==> src/rtl/cacop_ctrl.sv <==
// -----------------------------------------------------------------------------
// cacop_ctrl
//
// Sequencer for CACOP cache-maintenance operations coming from EXE. A request
// is captured in IDLE, decoded into a target cache (icache / dcache / none) and
// an operation (store-tag / index-invalidate / hit-invalidate / none), issued
// as one valid/ready handshake on the selected maintenance port, and completed
// once that cache reports done. EXE is released by a one-cycle cacop_ok_o.
// A MEM/WB flush abandons the request; an operation that is already accepted
// by a cache is drained before another request can start.
//
// Ports
//   clk_i, reset_i          clock, synchronous active-high reset
//   req_valid_i             EXE holds a CACOP (level, until cacop_ok_o)
//   req_code_i[4:0]         [2:0] target, [4:3] operation
//   req_va_i, req_pa_i      virtual / translated physical address
//   req_tlb_exc_i           translation fault for this request
//   flush_i                 MEM/WB exception this cycle
//   ic_op_valid_o/_o/_addr_o, ic_op_ready_i, ic_op_done_i   icache port
//   dc_op_valid_o/_o/_addr_o, dc_op_ready_i, dc_op_done_i   dcache port
//   cacop_ok_o              one-cycle completion to EXE (gated by flush_i)
//   busy_o                  sequencer not in IDLE
//   ops_done_cnt_o          completed, non-flushed operations (wraps)
// -----------------------------------------------------------------------------
module cacop_ctrl #(
  parameter int ADDR_W = 32,
  parameter int CNT_W  = 16
) (
  input  logic              clk_i,
  input  logic              reset_i,
  input  logic              req_valid_i,
  input  logic [4:0]        req_code_i,
  input  logic [ADDR_W-1:0] req_va_i,
  input  logic [ADDR_W-1:0] req_pa_i,
  input  logic              req_tlb_exc_i,
  input  logic              flush_i,
  output logic              ic_op_valid_o,
  output logic [1:0]        ic_op_o,
  output logic [ADDR_W-1:0] ic_op_addr_o,
  input  logic              ic_op_ready_i,
  input  logic              ic_op_done_i,
  output logic              dc_op_valid_o,
  output logic [1:0]        dc_op_o,
  output logic [ADDR_W-1:0] dc_op_addr_o,
  input  logic              dc_op_ready_i,
  input  logic              dc_op_done_i,
  output logic              cacop_ok_o,
  output logic              busy_o,
  output logic [CNT_W-1:0]  ops_done_cnt_o
);

  typedef enum logic [2:0] {
    IDLE  = 3'd0,
    ISSUE = 3'd1,
    WAIT  = 3'd2,
    DONE  = 3'd3,
    DRAIN = 3'd4
  } state_e;

  localparam logic [2:0] TGT_IC     = 3'd0;
  localparam logic [2:0] TGT_DC     = 3'd1;
  localparam logic [1:0] OP_HIT_INV = 2'b10;
  localparam logic [1:0] OP_NOP     = 2'b11;

  localparam logic [CNT_W-1:0]  CNT_ONE   = {{(CNT_W-1){1'b0}}, 1'b1};
  localparam logic [ADDR_W-1:0] ADDR_ZERO = {ADDR_W{1'b0}};

  state_e              state_q;
  logic [4:0]          code_q;
  logic [ADDR_W-1:0]   va_q;
  logic [ADDR_W-1:0]   pa_q;
  logic                tlb_exc_q;
  logic [CNT_W-1:0]    cnt_q;

  // decode of the incoming request (used only for the IDLE decision)
  logic                req_is_ic;
  logic                req_is_dc;
  logic                req_skip;

  // decode of the latched request (drives the ports and the handshakes)
  logic [1:0]          lat_op;
  logic                lat_hit;
  logic                lat_ic;
  logic                lat_dc;
  logic [ADDR_W-1:0]   lat_addr;
  logic                sel_ready;
  logic                sel_done;

  // Incoming request decode: a request is skipped (straight to DONE) when it
  // targets no cache, is a no-op, or is a hit-invalidate whose translation
  // faulted; the fault is taken downstream so nothing must reach the cache.
  always_comb begin
    req_is_ic = (req_code_i[2:0] == TGT_IC) && (req_code_i[4:3] != OP_NOP);
    req_is_dc = (req_code_i[2:0] == TGT_DC) && (req_code_i[4:3] != OP_NOP);
    req_skip  = !(req_is_ic || req_is_dc) ||
                ((req_code_i[4:3] == OP_HIT_INV) && req_tlb_exc_i);
  end

  // Latched request decode. The fault term is repeated here so that a faulted
  // hit-invalidate can never be presented to a cache, whatever the path taken.
  always_comb begin
    lat_op    = code_q[4:3];
    lat_hit   = (lat_op == OP_HIT_INV);
    lat_ic    = (code_q[2:0] == TGT_IC) && (lat_op != OP_NOP) && !(lat_hit && tlb_exc_q);
    lat_dc    = (code_q[2:0] == TGT_DC) && (lat_op != OP_NOP) && !(lat_hit && tlb_exc_q);
    lat_addr  = lat_hit ? pa_q : va_q;
    sel_ready = lat_ic ? ic_op_ready_i : (lat_dc ? dc_op_ready_i : 1'b0);
    sel_done  = lat_ic ? ic_op_done_i  : (lat_dc ? dc_op_done_i  : 1'b0);
  end

  // Main sequencer: state, latched request fields and completion counter.
  always_ff @(posedge clk_i) begin
    if (reset_i) begin
      state_q   <= IDLE;
      code_q    <= 5'b00000;
      va_q      <= ADDR_ZERO;
      pa_q      <= ADDR_ZERO;
      tlb_exc_q <= 1'b0;
      cnt_q     <= {CNT_W{1'b0}};
    end else begin
      case (state_q)
        IDLE: begin
          // a request coinciding with a flush belongs to a killed instruction
          if (req_valid_i && !flush_i) begin
            code_q    <= req_code_i;
            va_q      <= req_va_i;
            pa_q      <= req_pa_i;
            tlb_exc_q <= req_tlb_exc_i;
            state_q   <= req_skip ? DONE : ISSUE;
          end else begin
            state_q   <= IDLE;
          end
        end
        ISSUE: begin
          if (flush_i) begin
            state_q <= IDLE;
          end else if (!(lat_ic || lat_dc)) begin
            // nothing selected: unreachable, recover rather than hang
            state_q <= IDLE;
          end else if (sel_ready) begin
            state_q <= WAIT;
          end else begin
            state_q <= ISSUE;
          end
        end
        WAIT: begin
          // done and flush together: the op finished, nothing left to drain
          if (sel_done) begin
            state_q <= flush_i ? IDLE : DONE;
          end else if (flush_i) begin
            state_q <= DRAIN;
          end else begin
            state_q <= WAIT;
          end
        end
        DONE: begin
          if (!flush_i) begin
            cnt_q <= cnt_q + CNT_ONE;
          end else begin
            cnt_q <= cnt_q;
          end
          state_q <= IDLE;
        end
        DRAIN: begin
          if (sel_done) begin
            state_q <= IDLE;
          end else begin
            state_q <= DRAIN;
          end
        end
        default: begin
          state_q <= IDLE;
        end
      endcase
    end
  end

  // Port outputs come only from the state register and latched fields, so the
  // request stays stable while ISSUE waits for ready.
  always_comb begin
    ic_op_valid_o  = (state_q == ISSUE) && lat_ic;
    dc_op_valid_o  = (state_q == ISSUE) && lat_dc;
    ic_op_o        = ic_op_valid_o ? lat_op : 2'b00;
    dc_op_o        = dc_op_valid_o ? lat_op : 2'b00;
    ic_op_addr_o   = ic_op_valid_o ? lat_addr : ADDR_ZERO;
    dc_op_addr_o   = dc_op_valid_o ? lat_addr : ADDR_ZERO;
    busy_o         = (state_q != IDLE);
    cacop_ok_o     = (state_q == DONE) && !flush_i;
    ops_done_cnt_o = cnt_q;
  end

endmodule

==> config.mk <==
export PLATFORM = sky130hd
export DESIGN_NAME = cacop_ctrl
export DESIGN_NICKNAME = d
export VERILOG_FILES = /design/src/rtl/cacop_ctrl.sv
export SDC_FILE = /design/constraint.sdc
export NUM_CORES = 1
export LEC_CHECK = 0
export ABC_AREA = 1
export CORE_MARGIN = 4
export CORE_UTILIZATION = 47
export DETAILED_ROUTE_END_ITERATION = 8
export PLACE_DENSITY = 0.87
export SETUP_SLACK_MARGIN = 0.15
export SKIP_LAST_GASP = 1
export SYNTH_ARGS = -nofsm -noshare
export SYNTH_HDL_FRONTEND = slang
export SYNTH_SLANG_ARGS = --single-unit
export TNS_END_PERCENT = 5
==> constraint.sdc <==
create_clock -name clk_i -period 4.5 [get_ports clk_i]
set_input_delay 0.9 -clock clk_i [delete_from_list [all_inputs] [get_ports clk_i]]
set_output_delay 0.9 -clock clk_i [all_outputs]
set_load 0.03 [all_outputs]
After elaboration in Yosys (flattened, before gate mapping)
Cells that the tools add are included.
{"block": "op_classes", "add_sub_neg": 1, "n_eq_ne": 10, "mux": 19, "bitwise_logic": 1, "reduce_logical": 24}
{"cell": "$mux 32", "count": 3}
{"cell": "$add 16x1->16 const B", "count": 1}
{"cell": "$mux 2", "count": 8}
{"cell": "$logic_and 1x1->1", "count": 12}
{"cell": "$pmux 3 s4", "count": 1}
{"cell": "$eq 3x1->1 const B", "count": 3}
{"cell": "$logic_not 3->1", "count": 3}
{"cell": "$mux 3", "count": 3}
{"cell": "$eq 3x2->1 const B", "count": 2}
{"cell": "$eq 2x2->1 const B", "count": 2}
{"cell": "$mux 1", "count": 4}
{"cell": "$ne 2x2->1 const B", "count": 2}
{"cell": "$reduce_and 2->1", "count": 2}
{"cell": "$eq 3x3->1 const B", "count": 1}
{"cell": "$logic_not 1->1", "count": 3}
{"cell": "$logic_or 1x1->1", "count": 3}
{"cell": "$reduce_bool 3->1", "count": 1}
{"cell": "$not 1->1", "count": 1}
{"block": "totals", "ff_bits": 89, "inputBits": 78, "elab_cells": 61}

Depth between registers and ports, before layout
Gate-level depths: netlist of run 1.
{"block": "depth", "word_depth": 10, "ltp_mapped": 9}

Worst setup path before layout of run 1
No wires, ideal clock.
{"block": "synth_path", "path_kind": "register to output", "start": "reg state_q[2]", "end": "out ic_op_addr_o[10]", "t_arrival_ns": 2.096, "required_ns": 3.600, "setup_slack_ns": 1.504, "stages_incl_launch_ff": 7, "n_path_buf": 1, "path_cell_list": "dfxtp_1 nor3_1 inv_1 nor2_1 clkinv_1 buf_2 nor2_1"}
{"block": "synth_via", "elab_chain_len": 3}
{"element": "start, declared", "line": "68", "source": "state_e state_q;"}
{"element": "start signal, assigned", "line": "129", "source": "state_q <= req_skip ? DONE : ISSUE;"}
{"element": "start signal, assigned", "line": "149", "source": "state_q <= flush_i ? IDLE : DONE;"}
{"element": "$eq 3x1->1", "line": "181", "source": "ic_op_valid_o = (state_q == ISSUE) && lat_ic;"}
{"element": "$logic_and 1x1->1", "line": "181"}
{"element": "net ic_op_valid_o", "line": "37", "source": "output logic ic_op_valid_o,"}
{"element": "$mux 32", "line": "185", "source": "ic_op_addr_o = ic_op_valid_o ? lat_addr : ADDR_ZERO;"}
{"element": "end, declared", "line": "39", "source": "output logic [ADDR_W-1:0] ic_op_addr_o,"}
The timed path passes the listed nets, and every way through them passes these cells.

Worst setup path in the final report of run 1
{"block": "layout_path", "start": "reg code_q[3]", "end": "out dc_op_addr_o[29]"}
{"block": "layout_via", "elab_chain_len": 6, "word_cells_on_any_way": 9}
{"element": "start, declared", "line": "69", "source": "logic [4:0] code_q;"}
{"element": "start signal, assigned", "line": "125", "source": "code_q <= req_code_i;"}
{"element": "$eq 2x2->1", "line": "103", "source": "lat_hit = (lat_op == OP_HIT_INV);"}
{"element": "$logic_and 1x1->1", "line": "105", "source": "lat_dc = (code_q[2:0] == TGT_DC) && (lat_op != OP_NOP) && !(lat_hit && tlb_exc_q);"}
{"element": "$logic_not 1->1", "line": "105"}
{"element": "$logic_and 1x1->1", "line": "105"}
{"element": "$logic_and 1x1->1", "line": "182", "source": "dc_op_valid_o = (state_q == ISSUE) && lat_dc;"}
{"element": "$mux 32 *", "line": "186", "source": "dc_op_addr_o = dc_op_valid_o ? lat_addr : ADDR_ZERO;"}
{"element": "end, declared", "line": "44", "source": "output logic [ADDR_W-1:0] dc_op_addr_o,"}
Every way passes the cells marked *; elsewhere a longest branch is shown, timed or not.

==> impl_metrics.json, run 1 <==
{
  "placed_area_mm2": 0.00581,
  "power_density_mw_per_mm2": 307,
  "cts_tree": "yes",
  "ys_seq_area_share_pct": 42.5,
  "grt_use_total_pct": 24.3,
  "fin_util_pct": 69.5,
  "grt.met2_usage_pct": 40.1,
  "synthSimpleGateAreaFrac_pct": 29.7,
  "grt_max_degree": 82,
  "ir_worst_vdd_v": 0.000188,
  "avgSynthCellArea_um2": 7.02,
  "num_io_pins": 166,
  "cts_buffer_depth": 2,
  "grt_pass1_wl_um": 20300,
  "cp.required_ns": 3.60,
  "grt.busiest_layer": "met2",
  "clkTransAtPathRegs_ns": 0.08,
  "fin_total_pwr_w": 0.00186,
  "grt_overflow": 0,
  "synth_area_mm2": 0.00419,
  "min_period_over_period_pct": 80.7,
  "routed_wl_um": 12300,
  "switching_share_pct": 24.8,
  "drt_iter0_markers": 221,
  "intPower_w": 0.00140,
  "ys.flop_type": "dfxtp_1",
  "route.vias.total": 4421,
  "synth_async_sr_flop_share_pct": 0,
  "die_area_mm2": 0.0105,
  "finalCriticalPeriod_ns": 3.63,
  "muxShareOfSynthArea_pct": 7.64,
  "die-width_um": 102,
  "path_class": "register to primary output",
  "core_area_mm2": 0.00872,
  "whs_path_depth": 2,
  "syn_nets": 676,
  "netSwitchingPower_w": 0.000461,
  "clock_latency_ns": 0.35,
  "arrival_ns": 2.73,
  "synth-compound-area-share_pct": 12.1,
  "cts_setup_buffers": 0,
  "cp-end-kind": "primary output",
  "fin_tns_setup_ns": 0,
  "antenna_cells": 0,
  "hold_violations": 0,
  "synth_xor_area_share_pct": 0.418,
  "maxSlewViolCount": 0,
  "synth_top_family_by_area": "simple AND/OR/NAND/NOR gates",
  "hold_path.class": "register to register",
  "htreeDepth": 3,
  "synth.largest_area_cell": "dfxtp_1",
  "p_seq_share_pct": 46.8,
  "post-dp-hpwl_um": 8940,
  "holdBufCountCts": 0,
  "fillCellCount": 700,
  "synth_top_area_share_pct": 42.5,
  "portBuffers": 165,
  "dp_worst_setup_slack_ns": 1.04,
  "num_rows": 34,
  "synthCells": 597,
  "fmax_mhz": 275,
  "synthTopCellsByArea": "dfxtp_1, nor2_1, o21ai_0",
  "route.detailed.drc": 0,
  "avgViaCountPerCell": 5.16,
  "antenna_left": 0,
  "synth_edf_count": 0,
  "gp_congestion": 0.893,
  "use_met3_pct": 7.51,
  "r2r_cells": 7,
  "setup_violations": 0,
  "area_growth_pct": 44.6,
  "status": "finished clean",
  "antenna_found_initial": 0,
  "maxCapViolations": 0,
  "synth_fa_ha_area_share_pct": 0.298,
  "numCtsBuffers": 9,
  "synth-seq-cells": 89,
  "tightest_slew_ns": 1.07,
  "synth.most_common_cell": "nor2_1",
  "yosys_warnings": 0,
  "yosysUniqueCellTypes": 27,
  "p_comb_share_pct": 15.5,
  "regToRegSetupSlack_ns": 2.50,
  "dr.pass1.iters": 5,
  "rsz0062_at_grt": "no",
  "p_leak_nw": 2.49,
  "worst_slack_ns": 0.869,
  "clkPwrFrac_pct": 37.7,
  "root_buffer": "clkbuf_8",
  "crit_path_start_kind": "register",
  "clock_sinks": 89,
  "cts.repair.resized": 0,
  "drive_gt1_share_pct": 3.34,
  "wl_per_cell_um": 14.3,
  "max-slew-margin-rel_pct": 28.7,
  "critPathMaxFanout": 22,
  "gr-usage-met1_pct": 29.8,
  "initial_utilization_pct": 48.1,
  "synth.top_cells.by_count": "nor2_1, dfxtp_1, o21ai_0, nand2_1, mux2i_1",
  "fin_nets": 823,
  "grt_pass1_vias": 4344,
  "final_area_mm2": 0.00606,
  "die_h_um": 102,
  "finalClockSkew_ns": 0.00472
}
## metrics by stage
step | hold slack, ns | std cells
5_1_grt | 0.507 | 857
3_3_place_gp | 0.468 | 841
2_1_floorplan | 0.445 | 597
3_5_place_dp | 0.475 | 841
4_1_cts | 0.486 | 857
6_report | 0.482 | 857
## state kept, by name (all words and copies together), names as in the netlist
name            cells
tlb_exc_q           1
ops_done_cnt_o     16
va_q               32
pa_q               32
state_q             3
code_q              5
## metal layers
metal	vias to the layer above	share of wire, %	routed length, µm
met5	-	0	0
met4	0	1.6	192
met3	15	9.5	1170
met2	176	48	5910
met1	2024	41	5010
li1	2206	-	-
## layout make-up
| type | count | area (µm²) | area share (%) |
|---|---|---|---|
| Tap cell | 108 | 135 | 2.23 |
| Clock buffer | 11 | 131 | 2.17 |
| Inverter | 27 | 101 | 1.67 |
| Timing Repair Buffer | 169 | 1680 | 27.7 |
| Clock inverter | 5 | 128 | 2.10 |
| Sequential cell | 89 | 1780 | 29.4 |
| Multi-Input combinational cell | 448 | 2110 | 34.7 |
## worst paths after layout
check	end	start
worst max-delay path	dc_op_addr_o[29]	code_q[3]$_SDFFE_PP0P_
worst min-delay path	code_q[0]$_SDFFE_PP0P_	code_q[0]$_SDFFE_PP0P_
worst max register to register	pa_q[23]$_SDFFE_PP0P_	state_q[1]$_SDFF_PP0_
worst min register to register	code_q[0]$_SDFFE_PP0P_	code_q[0]$_SDFFE_PP0P_
## cells by family after synthesis
group	after synthesis
XOR/XNOR	2
buffers and inverters	60
AO/OA/AOI/OAI	101
flip-flops	89
AND/OR/NAND/NOR	312
multiplexers	32
adder cells (fa/ha/maj)	1
## power by group through the flow
stage / logic, W / clock network (W) / registers, W
finish: 0.000289 / 0.000701 / 0.000870
global route: 0.000322 / 0.000747 / 0.000875
CTS: 0.000289 / 0.000710 / 0.000869
detailed placement: 0.000288 / 0 / 0.000886
global placement: 0.000280 / 0 / 0.000884
floorplan: 0.000180 / 0 / 0.000878
## critical path: stages, from the launching register on
cell	delay [ns]
dfxtp_1	0.37
inv_1	0.11
nand2_2	0.53
buf_4	0.35
mux2i_1	0.32
nor2_1	0.08
clkdlybuf4s50_1	0.62
## placed cells by master (no fill, tap or decap)
cell               n
nor2_1           235
clkdlybuf4s50_1  165
dfxtp_1           89
o21ai_0           76
nand2_1           49
mux2i_1           32
inv_1             23
a21oi_1           20
nand3_1           10
nand4_1            9
clkbuf_8           9
bufinv_16          4
buf_4              4
inv_2              3
o21ai_1            3
nor3_1             2
clkbuf_1           2
nor3_4             1
or2_1              1
or2_4              1
nand2_2            1
clkinv_1           1
nor2_4             1
nand3b_1           1
xnor2_1            1
o21bai_1           1
nor3b_1            1
xor2_1             1
o22ai_1            1
ha_1               1
clkinvlp_4         1
(Power assumes the default switching activity.)
==> inputs of run 2 (changes only) <==
Settings changed: CORE_UTILIZATION 47 to 40, PLACE_DENSITY 0.87 to 0.79.
Clock period 4.5 ns to 3.1 ns, I/O delays scaled along.
==> run 2 against run 1 <==
  * Die area up 16%
  * Clock skew up 0.0039 ns
  * Sequential share of layout area rose by 0.12 points
  * The flow now finishes with violations (negative setup slack)
  * Via count shrank 1.4%
  * Setup slack lost 0.87 ns
  * Non-clock buffer count grew 5
  * Critical path depth stayed put
  * Sequential power is 45% higher
  * Power is 34% higher
  * Clock power grew 15%
  * Count of clock-buffer cells in the layout decreased by 1
==> impl_metrics.json, run 2 (synthesis gave the netlist of run 1 again) <==
{
  "power_density_mw_per_mm2": 413,
  "cts_setup_buffers": 0,
  "clock_latency_ns": 0.35,
  "intPower_w": 0.00181,
  "gp_congestion": 0.892,
  "switching_share_pct": 27.4,
  "ir_worst_vdd_v": 0.000212,
  "p_leak_nw": 2.59,
  "fin_util_pct": 58.8,
  "drt_iter0_markers": 220,
  "max-slew-margin-rel_pct": 69.4,
  "hold_violations": 0,
  "antenna_left": 0,
  "num_io_pins": 166,
  "fin_nets": 828,
  "setup_violations": 1,
  "avgViaCountPerCell": 4.90,
  "initial_utilization_pct": 40.8,
  "finalClockSkew_ns": 0.00864,
  "status": "finished with violations",
  "whs_ns": 0.493,
  "root_buffer": "clkbuf_8",
  "critPathMaxFanout": 34,
  "netSwitchingPower_w": 0.000685,
  "fillCellCount": 964,
  "antenna_found_initial": 0,
  "p_comb_share_pct": 17.1,
  "cts_tree": "yes",
  "worst_slack_ns": -0.000267,
  "routed_wl_um": 12200,
  "min_period_over_period_pct": 100,
  "grt_pass1_vias": 4163,
  "rsz0062_at_grt": "yes",
  "cts_buffer_depth": 2,
  "route.detailed.drc": 0,
  "clock_sinks": 89,
  "layout_common_cells": "nor2_1, clkdlybuf4s50_1, dfxtp_1",
  "violations": "negative setup slack",
  "r2r-end": "pa_q[7]$_SDFFE_PP0P_",
  "crit_path_start_kind": "register",
  "die_area_mm2": 0.0122,
  "clkTransAtPathRegs_ns": 0.09,
  "htreeDepth": 3,
  "dp_worst_setup_slack_ns": 0.344,
  "drive_gt1_share_pct": 8.75,
  "grt_max_degree": 55,
  "wl_per_cell_um": 13.7,
  "r2r-start": "state_q[1]$_SDFF_PP0_",
  "die_h_um": 110,
  "arrival_ns": 2.48,
  "die-width_um": 110,
  "r2r_cells": 7,
  "antenna_cells": 0,
  "finalCriticalPeriod_ns": 3.10,
  "path_class": "register to primary output",
  "hold_path_startpoint": "code_q[0]$_SDFFE_PP0P_",
  "numCtsBuffers": 9,
  "dr.pass1.iters": 4,
  "whs_path_depth": 2,
  "grt_use_total_pct": 20.0,
  "placed_area_mm2": 0.00583,
  "grt_overflow": 0,
  "fin_tns_setup_ns": -0.000267,
  "num_rows": 37,
  "p_seq_share_pct": 50.5,
  "core_area_mm2": 0.0103,
  "portBuffers": 165,
  "tightest_slew_ns": 0.458,
  "regToRegSetupSlack_ns": 1.48,
  "maxSlewViolCount": 0,
  "cp-end-kind": "primary output",
  "maxCapViolations": 0,
  "fmax_mhz": 323,
  "hold_path_end": "code_q[0]$_SDFFE_PP0P_",
  "hold_path.class": "register to register",
  "area_growth_pct": 44.0,
  "grt_pass1_wl_um": 19200,
  "cp.required_ns": 2.48,
  "layout_commonest_cell": "nor2_1",
  "post-dp-hpwl_um": 8770,
  "route.vias.total": 4358,
  "clkPwrFrac_pct": 32.4,
  "final_area_mm2": 0.00604
}
==> run 2: cell count changes in the layout (fill, tap and decap cells not counted), moves of 2 or more <==
| cell | previous run | this run |
|---|---|---|
| buf_4 | 4 | 40 |
| bufinv_16 | 4 | 1 |
| clkdlybuf4s50_1 | 165 | 129 |
| clkbuf_1 | 2 | 0 |
| buf_12 | 0 | 3 |
| clkinv_4 | 0 | 2 |
==> run 2: area by class of cell <==
type / count / area (µm²) / share of cell area [%]
Clock inverter: 6 / 67.6 / 1.12
Inverter: 27 / 104 / 1.72
Tap cell: 136 / 170 / 2.82
Clock buffer: 10 / 138 / 2.28
Sequential cell: 89 / 1780 / 29.5
Timing Repair Buffer: 174 / 1670 / 27.7
Multi-Input combinational cell: 448 / 2110 / 34.9
==> run 2: worst max-delay path, cell delays in order, from the launching register on <==
cell and delay [ns]:
dfxtp_1 0.37, nor3_1 0.34, inv_1 0.10, nor2_1 0.26, inv_4 0.21, nor2_1 0.17, clkdlybuf4s50_1 0.69
==> run 2: worst max path at each step <==
| stage | from | end | cells past startpoint |
|---|---|---|---|
| after global routing | state_q[0]$_SDFF_PP0_ | dc_op_addr_o[31] | 7 |
| after floorplan | state_q[2]$_SDFF_PP0_ | ic_op_addr_o[10] | 6 |
| after CTS | state_q[2]$_SDFF_PP0_ | dc_op_addr_o[2] | 6 |
| after global placement | state_q[2]$_SDFF_PP0_ | dc_op_addr_o[11] | 6 |
| final | state_q[2]$_SDFF_PP0_ | dc_op_addr_o[6] | 6 |
| after detailed placement | state_q[2]$_SDFF_PP0_ | dc_op_addr_o[2] | 6 |
==> run 2: through the flow <==
stage | cells | power (W)
4_1_cts | 890 | 0.00252
6_report | 890 | 0.00250
5_1_grt | 890 | 0.00263
3_5_place_dp | 874 | 0.00171
3_3_place_gp | 874 | 0.00170
2_1_floorplan | 597 | 0.00154
==> run 2: metal layers <==
| metal | global-route usage [%] | vias up | wire length [µm] |
|---|---|---|---|
| met4 | 5.98 | 0 | 254 |
| met3 | 6.12 | 19 | 914 |
| li1 | - | 2218 | - |
| met5 | 0 | - | 0 |
| met1 | 24.2 | 1987 | 5110 |
| met2 | 34.2 | 134 | 5880 |
==> run 2: power groups by stage <==
stage | Combinational [W] | Clock [W] | Sequential [W]
after floorplan | 0.000261 | 0 | 0.00127
after global placement | 0.000420 | 0 | 0.00128
after detailed placement | 0.000428 | 0 | 0.00128
after CTS | 0.000431 | 0.000827 | 0.00126
after global routing | 0.000474 | 0.000884 | 0.00127
final | 0.000428 | 0.000809 | 0.00126
==> run 2: timing repair <==
item                       4_1_cts  5_1_grt
gates resized for setup          1        3
setup endpoints to repair       34       35
hold buffers                     0        0
gates cloned                     0        0
==> inputs of run 3 (changes only) <==
Settings changed: ABC_CLOCK_PERIOD_IN_PS set to 3100, CTS_BUF_LIST set to sky130_fd_sc_hd__clkbuf_4 sky130_fd_sc_hd__clkbuf_8 sky130_fd_sc_hd__clkbuf_16.
==> results of run 3 <==
The final DEF is identical to that of run 2; final timing and power are the same.
